[config.mk]
export PLATFORM = sky130hd
export DESIGN_NAME = pipeline_hazard_sequencer_flat
export DESIGN_NICKNAME = d
export VERILOG_FILES = /design/src/rtl/pipeline_hazard_sequencer_if.sv /design/src/rtl/pipeline_hazard_sequencer.sv /design/src/flat_wrapper.sv
export SDC_FILE = /design/constraint.sdc
export NUM_CORES = 1
export LEC_CHECK = 0
export CORE_ASPECT_RATIO = 1.1
export CORE_MARGIN = 2
export CORE_UTILIZATION = 35
export DETAILED_ROUTE_END_ITERATION = 6
export PLACE_DENSITY = 0.67
export REMOVE_ABC_BUFFERS = 1
export SLEW_MARGIN = 20
export SYNTH_ARGS = -nofsm -noshare
export SYNTH_HDL_FRONTEND = slang
export SYNTH_SLANG_ARGS = --single-unit
[constraint.sdc]
create_clock -name Clk -period 5.45 [get_ports Clk]
set_clock_uncertainty 0.15 [all_clocks]
set_input_delay 1.09 -clock Clk [delete_from_list [all_inputs] [get_ports Clk]]
set_output_delay 1.09 -clock Clk [all_outputs]
set_load 0.03 [all_outputs]
[src/rtl/pipeline_hazard_sequencer_if.sv]
// Decode-stage hazard inputs and pipeline register controls shared between
// the pipeline datapath (master) and its hazard sequencer (slave).
interface pipeline_hazard_sequencer_if #(
  parameter int CNT_W = 32
);
  logic             ID_stall;
  logic             ID_PCSrc;
  logic             MEM_busy;
  logic             Halt_req;
  logic             PC_Write;
  logic             IF_ID_Write;
  logic             IF_ID_Flush;
  logic             ID_EX_Bubble;
  logic             ID_EX_Write;
  logic             EX_MEM_Write;
  logic             MEM_WB_Write;
  logic             Halted;
  logic             Stall_timeout;
  logic [CNT_W-1:0] StallCycles;
  logic [CNT_W-1:0] FlushCount;

  modport master (
    output ID_stall, ID_PCSrc, MEM_busy, Halt_req,
    input  PC_Write, IF_ID_Write, IF_ID_Flush, ID_EX_Bubble, ID_EX_Write,
           EX_MEM_Write, MEM_WB_Write, Halted, Stall_timeout, StallCycles, FlushCount
  );

  modport slave (
    input  ID_stall, ID_PCSrc, MEM_busy, Halt_req,
    output PC_Write, IF_ID_Write, IF_ID_Flush, ID_EX_Bubble, ID_EX_Write,
           EX_MEM_Write, MEM_WB_Write, Halted, Stall_timeout, StallCycles, FlushCount
  );
endinterface

[src/rtl/pipeline_hazard_sequencer.sv]
// Per-core pipeline sequencer: prioritises memory wait, RAW stall, halt and
// branch redirect into register enables, runs the halt drain and perf counters.
module pipeline_hazard_sequencer #(
  parameter int CNT_W        = 32,
  parameter int DRAIN_CYCLES = 4,
  parameter int MAX_STALL    = 64
) (
  input  logic                          Clk,
  input  logic                          Reset,
  pipeline_hazard_sequencer_if.slave    hz
);

  localparam int DRAIN_W = $clog2(DRAIN_CYCLES + 1);
  localparam int STALL_W = $clog2(MAX_STALL + 1);
  localparam logic [CNT_W-1:0]   CNT_MAX     = '1;
  localparam logic [STALL_W-1:0] STALL_LIMIT = STALL_W'(MAX_STALL);
  localparam logic [DRAIN_W-1:0] DRAIN_LOAD  = DRAIN_W'(DRAIN_CYCLES - 1);

  typedef enum logic [1:0] {RUN, DRAIN, HALTED} state_e;

  state_e             state_q, state_d;
  logic [DRAIN_W-1:0] drain_q, drain_d;
  logic [STALL_W-1:0] consec_q, consec_d;
  logic [CNT_W-1:0]   stall_cnt_q, stall_cnt_d;
  logic [CNT_W-1:0]   flush_cnt_q, flush_cnt_d;
  logic               timeout_q, timeout_d;
  logic               halted_q;

  // Same-cycle controls; reset forces NOP/bubble injection with everything else frozen.
  always_comb begin
    hz.PC_Write     = 1'b0;
    hz.IF_ID_Write  = 1'b0;
    hz.IF_ID_Flush  = 1'b0;
    hz.ID_EX_Bubble = 1'b0;
    hz.ID_EX_Write  = 1'b0;
    hz.EX_MEM_Write = 1'b0;
    hz.MEM_WB_Write = 1'b0;
    if (Reset) begin
      hz.IF_ID_Flush  = 1'b1;
      hz.ID_EX_Bubble = 1'b1;
    end else if (!hz.MEM_busy) begin
      case (state_q)
        RUN: begin
          hz.ID_EX_Write  = 1'b1;
          hz.EX_MEM_Write = 1'b1;
          hz.MEM_WB_Write = 1'b1;
          if (hz.ID_stall) begin
            hz.ID_EX_Bubble = 1'b1;
          end else if (hz.Halt_req) begin
            hz.IF_ID_Write = 1'b1;
            hz.IF_ID_Flush = 1'b1;
          end else begin
            hz.PC_Write    = 1'b1;
            hz.IF_ID_Write = 1'b1;
            hz.IF_ID_Flush = hz.ID_PCSrc;
          end
        end
        DRAIN: begin
          hz.IF_ID_Flush  = 1'b1;
          hz.ID_EX_Bubble = 1'b1;
          hz.ID_EX_Write  = 1'b1;
          hz.EX_MEM_Write = 1'b1;
          hz.MEM_WB_Write = 1'b1;
        end
        default: ;
      endcase
    end
  end

  // Next-state: a memory freeze holds every register, including the drain count.
  always_comb begin
    state_d     = state_q;
    drain_d     = drain_q;
    consec_d    = consec_q;
    stall_cnt_d = stall_cnt_q;
    flush_cnt_d = flush_cnt_q;
    timeout_d   = timeout_q;
    if (!hz.MEM_busy) begin
      case (state_q)
        RUN: begin
          if (hz.ID_stall) begin
            if (stall_cnt_q != CNT_MAX) stall_cnt_d = stall_cnt_q + 1'b1;
            if (consec_q != STALL_LIMIT) consec_d = consec_q + 1'b1;
            if (consec_d == STALL_LIMIT) timeout_d = 1'b1;
          end else begin
            consec_d = '0;
            if (hz.Halt_req) begin
              state_d = DRAIN;
              drain_d = DRAIN_LOAD;
            end else if (hz.ID_PCSrc && flush_cnt_q != CNT_MAX) begin
              flush_cnt_d = flush_cnt_q + 1'b1;
            end
          end
        end
        DRAIN: begin
          consec_d = '0;
          if (drain_q == '0) state_d = HALTED;
          else               drain_d = drain_q - 1'b1;
        end
        default: consec_d = '0;
      endcase
    end
  end

  always_ff @(posedge Clk) begin
    if (Reset) begin
      state_q     <= RUN;
      drain_q     <= '0;
      consec_q    <= '0;
      stall_cnt_q <= '0;
      flush_cnt_q <= '0;
      timeout_q   <= 1'b0;
      halted_q    <= 1'b0;
    end else begin
      state_q     <= state_d;
      drain_q     <= drain_d;
      consec_q    <= consec_d;
      stall_cnt_q <= stall_cnt_d;
      flush_cnt_q <= flush_cnt_d;
      timeout_q   <= timeout_d;
      halted_q    <= (state_d == HALTED);
    end
  end

  assign hz.Halted        = halted_q;
  assign hz.Stall_timeout = timeout_q;
  assign hz.StallCycles   = stall_cnt_q;
  assign hz.FlushCount    = flush_cnt_q;

endmodule

[src/flat_wrapper.sv]
// flat-port wrapper written by rule: the top's interface ports become plain ports
module pipeline_hazard_sequencer_flat 
#(
  parameter int CNT_W        = 32,
  parameter int DRAIN_CYCLES = 4,
  parameter int MAX_STALL    = 64
)
  (Clk, Reset, hz_ID_stall, hz_ID_PCSrc, hz_MEM_busy, hz_Halt_req, hz_PC_Write, hz_IF_ID_Write, hz_IF_ID_Flush, hz_ID_EX_Bubble, hz_ID_EX_Write, hz_EX_MEM_Write, hz_MEM_WB_Write, hz_Halted, hz_Stall_timeout, hz_StallCycles, hz_FlushCount);
  pipeline_hazard_sequencer_if #(.CNT_W(CNT_W)) hz_i ();
  input  logic Clk;
  input  logic Reset;
  input wire logic [$bits(hz_i.ID_stall)-1:0] hz_ID_stall;
  input wire logic [$bits(hz_i.ID_PCSrc)-1:0] hz_ID_PCSrc;
  input wire logic [$bits(hz_i.MEM_busy)-1:0] hz_MEM_busy;
  input wire logic [$bits(hz_i.Halt_req)-1:0] hz_Halt_req;
  output wire logic [$bits(hz_i.PC_Write)-1:0] hz_PC_Write;
  output wire logic [$bits(hz_i.IF_ID_Write)-1:0] hz_IF_ID_Write;
  output wire logic [$bits(hz_i.IF_ID_Flush)-1:0] hz_IF_ID_Flush;
  output wire logic [$bits(hz_i.ID_EX_Bubble)-1:0] hz_ID_EX_Bubble;
  output wire logic [$bits(hz_i.ID_EX_Write)-1:0] hz_ID_EX_Write;
  output wire logic [$bits(hz_i.EX_MEM_Write)-1:0] hz_EX_MEM_Write;
  output wire logic [$bits(hz_i.MEM_WB_Write)-1:0] hz_MEM_WB_Write;
  output wire logic [$bits(hz_i.Halted)-1:0] hz_Halted;
  output wire logic [$bits(hz_i.Stall_timeout)-1:0] hz_Stall_timeout;
  output wire logic [$bits(hz_i.StallCycles)-1:0] hz_StallCycles;
  output wire logic [$bits(hz_i.FlushCount)-1:0] hz_FlushCount;
  assign hz_i.ID_stall = hz_ID_stall;
  assign hz_i.ID_PCSrc = hz_ID_PCSrc;
  assign hz_i.MEM_busy = hz_MEM_busy;
  assign hz_i.Halt_req = hz_Halt_req;
  assign hz_PC_Write = hz_i.PC_Write;
  assign hz_IF_ID_Write = hz_i.IF_ID_Write;
  assign hz_IF_ID_Flush = hz_i.IF_ID_Flush;
  assign hz_ID_EX_Bubble = hz_i.ID_EX_Bubble;
  assign hz_ID_EX_Write = hz_i.ID_EX_Write;
  assign hz_EX_MEM_Write = hz_i.EX_MEM_Write;
  assign hz_MEM_WB_Write = hz_i.MEM_WB_Write;
  assign hz_Halted = hz_i.Halted;
  assign hz_Stall_timeout = hz_i.Stall_timeout;
  assign hz_StallCycles = hz_i.StallCycles;
  assign hz_FlushCount = hz_i.FlushCount;
  pipeline_hazard_sequencer #(.CNT_W(CNT_W), .DRAIN_CYCLES(DRAIN_CYCLES), .MAX_STALL(MAX_STALL)) u_core (.Clk(Clk), .Reset(Reset), .hz(hz_i));
endmodule
## Yosys cells after proc, flatten, opt, wreduce, memory -nomap -nowiden

Cells that the tools add are included.
W data, S select, Z words.

- Bitwise gates (word level): 3
- Equal/unequal tests: 9
- Reductions and logical operators: 9
- Mux-type cells: 36
- Add/subtract/negate cells: 4

Operators with widths:

| kind | number |
|---|---|
| $add A32 B1 Y32 const B | 2 |
| $ne A32 B32 Y1 const B | 2 |
| $mux W7 | 6 |
| $mux W1 | 19 |
| $reduce_and A5 Y1 | 2 |
| $mux W3 | 3 |
| $mux W2 | 4 |
| $reduce_and A4 Y1 | 2 |
| $add A7 B1 Y7 const B | 1 |
| $eq A7 B7 Y1 const B | 1 |
| $ne A7 B7 Y1 const B | 1 |
| $ne A2 B2 Y1 const B | 3 |
| $pmux W3 S2 | 1 |
| $pmux W1 S2 | 2 |
| $pmux W2 S2 | 1 |
| $logic_not A3 Y1 | 1 |
| $not A1 Y1 | 3 |
| $sub A3 B1 Y3 const B | 1 |
| $eq A2 B1 Y1 const B | 1 |
| $eq A2 B2 Y1 const B | 1 |
| $logic_not A2 Y1 | 1 |
| $reduce_bool A2 Y1 | 1 |
| $reduce_or A2 Y1 | 1 |
| $logic_and A1 B1 Y1 | 1 |

- Word-level logic and storage cells: 68
- Register bits after elaboration: 78
- Output and inout bits: 73

## Depth between registers and ports, before layout

Gate-level depths: netlist of the first run.

- Depth in word-level cells: 7
- Gate-level depth with buffers: 8
- Depth with buffers taken out: 8

## Worst setup path after synthesis of the first run

No wires, ideal clock.

- Path kind: input to output
- From: input hz_MEM_busy
- To: output hz_PC_Write
- Arrival time: 3.209 ns
- Cell stages on the path: 5
- Setup slack: 1.001 ns
- Data required time: 4.210 ns
- Cell sequence: buf_6 > or2_2 > clkbuf_1 > nor4_1 > nor2b_1

- Longest elaborated chain between the ends: 2

Ends and longest elaborated chain:

| item | RTL line | source |
|---|---|---|
| start, declared | flat_wrapper.sv:14 | `input wire logic [$bits(hz_i.MEM_busy)-1:0] hz_MEM_busy;` |
| $mux W1 | pipeline_hazard_sequencer.sv:41 | `end else if (!hz.MEM_busy) begin` |
| $mux W1 | pipeline_hazard_sequencer.sv:38 | `if (Reset) begin` |
| end, declared | flat_wrapper.sv:16 | `output wire logic [$bits(hz_i.PC_Write)-1:0] hz_PC_Write;` |

No other way between the ends.

## Worst setup path in the final report of the first run

Ends and elaborated chain as after synthesis.

==> impl_results.md, run 1 <==
- Sequential element share of the synthesized area: 0.380
- Synth area leader: dfxtp_1
- Die width: 107 um
- Least-Margin Pin Slew: 902 ps
- Share of post-route cells with drive strength above 1: 0.0671
- Core ar.: 0.0114 mm2
- Post-Synthesis Cell Area: a little over 0.004 mm2
- CTS tree: yes
- Max VDD drop: 0.134 mV
- Vias in the first global route: ~3700
- Critical-path cell list: clkdlybuf4s50_1 -> or2_2 -> nor4_1 -> nor2b_1 -> clkdlybuf4s50_1
- Detailed Routing Iterations Pass 1: 4
- Die area: 0.0126 mm2
- Min Hold Slack: 333 ps
- Relative slew slack: 0.399
- DRC Markers: 0
- Status: finished clean
- Die Height: ~120 um
- Clk slew on worst S/H paths: about 70 ps
- IO Pins: 79
- Syn-to-layout area delta: 29.5%
- Max-Cap Viols: 0
- PwrDens: 242 mW/mm2
- Post-Synthesis Cells: 505
- Clock latency on the worst-skew pair: 330 ps
- Largest net degree at the start of global routing: 51
- Critical path class: in -> out
- Critical path arrival: 3230 ps
- Finished Core Util: 0.465
- Final TNS setup: 0 ps
- Final ANT Viol Nets: 0
- Postcts setup bufs: 0
- Top cells by area, synth: dfxtp_1 (38%), a21oi_1 (5.4%), nor2_1 (4.7%)
- Count leader, synth: dfxtp_1
- Via-per-instance ratio: 5.53
- Max stage delay on crit path: 670 ps
- Yosys cell types: 49
- Rows: 41
- Min Tclk post-route: 4470 ps
- Final WL: 10500 um
- Post-synth ARST share: 0
- Initial antenna violation count: 0
- Synth top cells by count: dfxtp_1 (78), nor2_1 (51), a21oi_1 (44)
- Post-synth EDFFs: 0
- Share of the synthesized area in the top cell type: 0.380
- H-tree Lvls: 3
- Endpoint type of the worst setup path: output pin
- Number of buffers added on ports: 78
- GRT Util Overall: 0.166
- Syn Area/Cell: 8.13 um2
- DP Wirelength: 7430 um
- Final Setup Violations: 0
- Ys flop type: dfxtp_1
- Nets: about 600
- Worst min path class: reg -> reg
- CTS max path bufs: 2
- Initial cell density of the core: 0.359
- Leak pwr: 1.69 nW
- Startpoint type of the worst setup path: primary input
- RSZ-0062 raised after global routing: false
- First-pass GRT wire length: 17300 um
- Final Power: ~1.3 mW
- Clock sink count: 78
- CTS root buf: clkbuf_16
- Final Cycle Share: 0.821
- Slowest-stage cell, CP: clkdlybuf4s50_1
- Resize count post-CTS: 0
- Crit path top cell by count: clkdlybuf4s50_1
- Worst reg-to-reg setup slack: 2570 ps
- Initial DRC count: 136
- Yosys warns: 0
- N_diodes: 0
- Worst EP required: 4210 ps
- Final Hold Fails: 0
- Top achievable clock speed: 224 MHz
- Synth Register Bits: between 70 and 80
- Post-CTS Hold Buffers: 0
- Vias: 4044
- Congestion Overflow GR: 0
- Gpl congestion: about 0.84
- Highest net fanout along the worst path: 9
- Final max-slew violation count: 0
- CTS Buf Count: 9
- Drt wl/cell: 14.3 um
-- worst paths after layout --
check | to | from | cells after the start
worst max-delay path | hz_PC_Write | hz_MEM_busy | 5
worst min-delay path | u_core.hz.Stall_timeout$_SDFFE_PP0P_ | u_core.hz.Stall_timeout$_SDFFE_PP0P_ | 2
worst max register to register | u_core.hz.FlushCount[23]$_SDFFE_PP0P_ | u_core.state_q[0]$_SDFF_PP0_ | 5
worst min register to register | u_core.hz.Stall_timeout$_SDFFE_PP0P_ | u_core.hz.Stall_timeout$_SDFFE_PP0P_ | 2
-- final cells by class --
cell class	count	area [um2]
Sequential cell	78	1560
Tap cell	150	188
Clock buffer	11	233
Clock inverter	5	83.8
Inverter	17	63.8
Timing Repair Buffer	82	806
Multi-Input combinational cell	388	2380
Fill cell	1113	6120
-- kinds of logic after synthesis --
logic type | Yosys count | share of synthesized area
adder cells (fa/ha/maj) | 6 | 0.0183
multiplexers | 12 | 0.0323
AO/OA/AOI/OAI | 111 | 0.161
XOR/XNOR | 15 | 0.0320
AND/OR/NAND/NOR | 244 | 0.336
flip-flops | 78 | 0.380
buffers and inverters | 39 | 0.0396
-- cells in the final DEF, fill, tap and decap left out, drive strengths merged, types with 12 or more instances in the layout --
cell	count
nand3	30
o31ai	13
dfxtp	78
o21ai	30
or4	17
clkdlybuf4s50	77
or3	22
and4	12
nand4	18
nand2	34
nor2b	14
a21oi	44
inv	17
nor2	51
-- sequential cells by signal (all words and copies together) (netlist names) --
signal,flops
u_core.consec_q,7
u_core.hz.StallCycles,32
u_core.state_q,2
u_core.hz.FlushCount,32
u_core.hz.Halted,1
u_core.drain_q,3
u_core.hz.Stall_timeout,1
-- worst max-delay path: cells and delay by family --
kind,cells,cell delay (ps)
simple gates,3,880
buf+inv,2,1260
-- stage by stage --
stage                     std cells  instance area (um2)  setup slack [ps]
after floorplan                 483                 4010              1230
after detailed placement        715                 5000               977
after global routing            731                 5320               829
final                           731                 5320               976
after global placement          715                 5000              1010
after CTS                       731                 5320               975
-- report_power, final --
part           switching, mW  total, mW  internal (mW)
logic                 0.0422     0.0662         0.0239
clock network          0.238      0.641          0.402
registers            0.00563      0.580          0.574
-- metal layers --
metal / track usage / routed length (um) / vias up
met5: 0 / 0 / -
met4: 0.0455 / 87 / 0
met3: 0.0487 / 677 / 8
met2: 0.265 / 4880 / 108
met1: 0.217 / 4820 / 1917
li1: - / - / 2011
(Power assumes the default switching activity.)
==> inputs of run 2 (changes only) <==
- PLACE_DENSITY: 0.67 -> 0.69
- clock period: 5.45 -> 3.85 ns (I/O delays scaled with it)
==> impl_results.md, run 2 (same netlist as run 1, synthesis figures left out) <==
- Status: finished clean
- Resize count post-CTS: 0
- Detailed Routing Iterations Pass 1: 4
- Die width: 107 um
- Final WL: ~11000 um
- Max VDD drop: 0.160 mV
- Number of buffers added on ports: 78
- Via-per-instance ratio: 5.54
- Initial DRC count: 210
- Crit path top cell by count: clkdlybuf4s50_1
- Initial cell density of the core: 0.359
- N_diodes: 0
- Min Tclk post-route: 3500 ps
- Multi-input gate area: about 0.0024 mm2
- Post-CTS Hold Buffers: 0
- Clock latency on the worst-skew pair: 330 ps
- Final ANT Viol Nets: 0
- Final Hold Fails: 0
- Syn-to-layout area delta: 30.5%
- DRC Markers: 0
- Share of post-route cells with drive strength above 1: 0.0816
- Reg area: 0.00156 mm2
- Inst Count DP: 722
- Most common cell after layout, fill and taps aside: dfxtp_1
- Nets: 595
- Critical-path cell list: clkdlybuf4s50_1 -> or2_2 -> nor4_1 -> clkdlybuf4s50_1
- Least-Margin Pin Slew: 806 ps
- Number of buffers and inverters on the critical path: 2
- Critical path class: in -> out
- Max stage delay on crit path: 730 ps
- Filler Cells Inserted: 1112
- Most frequent cells in the layout: dfxtp_1 (78), clkdlybuf4s50_1 (76), nor2_1 (51)
- Slowest-stage cell, CP: clkdlybuf4s50_1
- Critical path arrival: 2580 ps
- CTS tree: yes
- Startpoint type of the worst setup path: primary input
- Final Setup Violations: 0
- Final Cycle Share: 0.910
- Rows: 41
- RSZ-0062 raised after global routing: false
- CTS root buf: clkbuf_16
- Max-Cap Viols: 0
- PwrDens: 332 mW/mm2
- IO Pins: 79
- Vias in the first global route: 3882
- DP Wirelength: 7660 um
- Non-Filler Instances: 738
- Largest net degree at the start of global routing: 49
- Die Height: about 120 um
- Vias: 4086
- GRT Util Overall: 0.173
- Final max-slew violation count: 0
- Clk slew on worst S/H paths: 60 ps
- Drt wl/cell: 14.5 um
- Final Power: approximately 1.8 mW
- Congestion Overflow GR: 0
- Postcts setup bufs: 0
- CTS Buf Count: 9
- Highest net fanout along the worst path: 8
- Clock sink count: 78
- First-pass GRT wire length: 18100 um
- Relative slew slack: 0.460
- Worst EP required: 2930 ps
- Gpl congestion: roughly 0.87
- Worst min path class: reg -> reg
- Crit path max-delay family: buffers and inverters
- Leak pwr: 1.73 nW
- Die area: 0.0126 mm2
- Endpoint type of the worst setup path: output pin
- CTS max path bufs: 2
- Initial antenna violation count: 1
- Final TNS setup: 0 ps
- H-tree Lvls: 3
- Top achievable clock speed: 286 MHz
- Core ar.: 0.0114 mm2
==> run 2: cell types whose count changed in the layout (fill, tap and decap cells not counted), sizes merged <==
cell           before  now
buf                 5   13
bufinv              2    1
clkbuf             11   13
clkinvlp            2    1
clkdlybuf4s50      77   76
==> run 2: area by class of cell <==
| class | count | area share |
|---|---|---|
| well taps | 150 | 0.0350 |
| inverters | 17 | 0.0119 |
| repair buffers | 89 | 0.160 |
| clock inverters | 3 | 0.00794 |
| multi-input cells | 388 | 0.445 |
| flip-flops and latches | 78 | 0.291 |
| clock buffers | 13 | 0.0486 |
==> run 2: metrics by stage <==
stage	area (um2)	util	worst slack (ps)	hold WS [ps]
floorplan	4010	-	269	282
global placement	5050	0.441	347	302
detailed placement	5050	0.442	335	302
CTS	5360	0.468	330	313
global route	5360	0.468	244	327
finish	5360	0.468	347	313
==> run 2: final timing paths <==
path                                                               to  depth (start not counted)                      startpoint  slack, ps
worst max-delay path                                   hz_IF_ID_Write                          4                     hz_MEM_busy        350
worst min-delay path                   u_core.drain_q[0]$_SDFFE_PP0P_                          1  u_core.drain_q[0]$_SDFFE_PP0P_        310
worst min register to register         u_core.drain_q[0]$_SDFFE_PP0P_                          1  u_core.drain_q[0]$_SDFFE_PP0P_        310
worst max register to register  u_core.hz.FlushCount[23]$_SDFFE_PP0P_                          5    u_core.state_q[0]$_SDFF_PP0_       1190
==> run 2: metal layers <==
| metal | routed length [um] | vias up | share of wire | global-route usage |
|---|---|---|---|---|
| li1 | - | 2025 | - | - |
| met1 | 4820 | 1917 | 0.45 | 0.225 |
| met2 | 4920 | 123 | 0.46 | 0.268 |
| met3 | 713 | 19 | 0.067 | 0.0520 |
| met4 | 203 | 2 | 0.019 | 0.0633 |
| met5 | 16 | - | 0.0015 | 0 |
==> run 2: power breakdown <==
part           switching [mW]  internal [mW]  total (mW)
Combinational          0.0613         0.0363      0.0976
Sequential            0.00805          0.813       0.821
Clock                   0.321          0.537       0.858
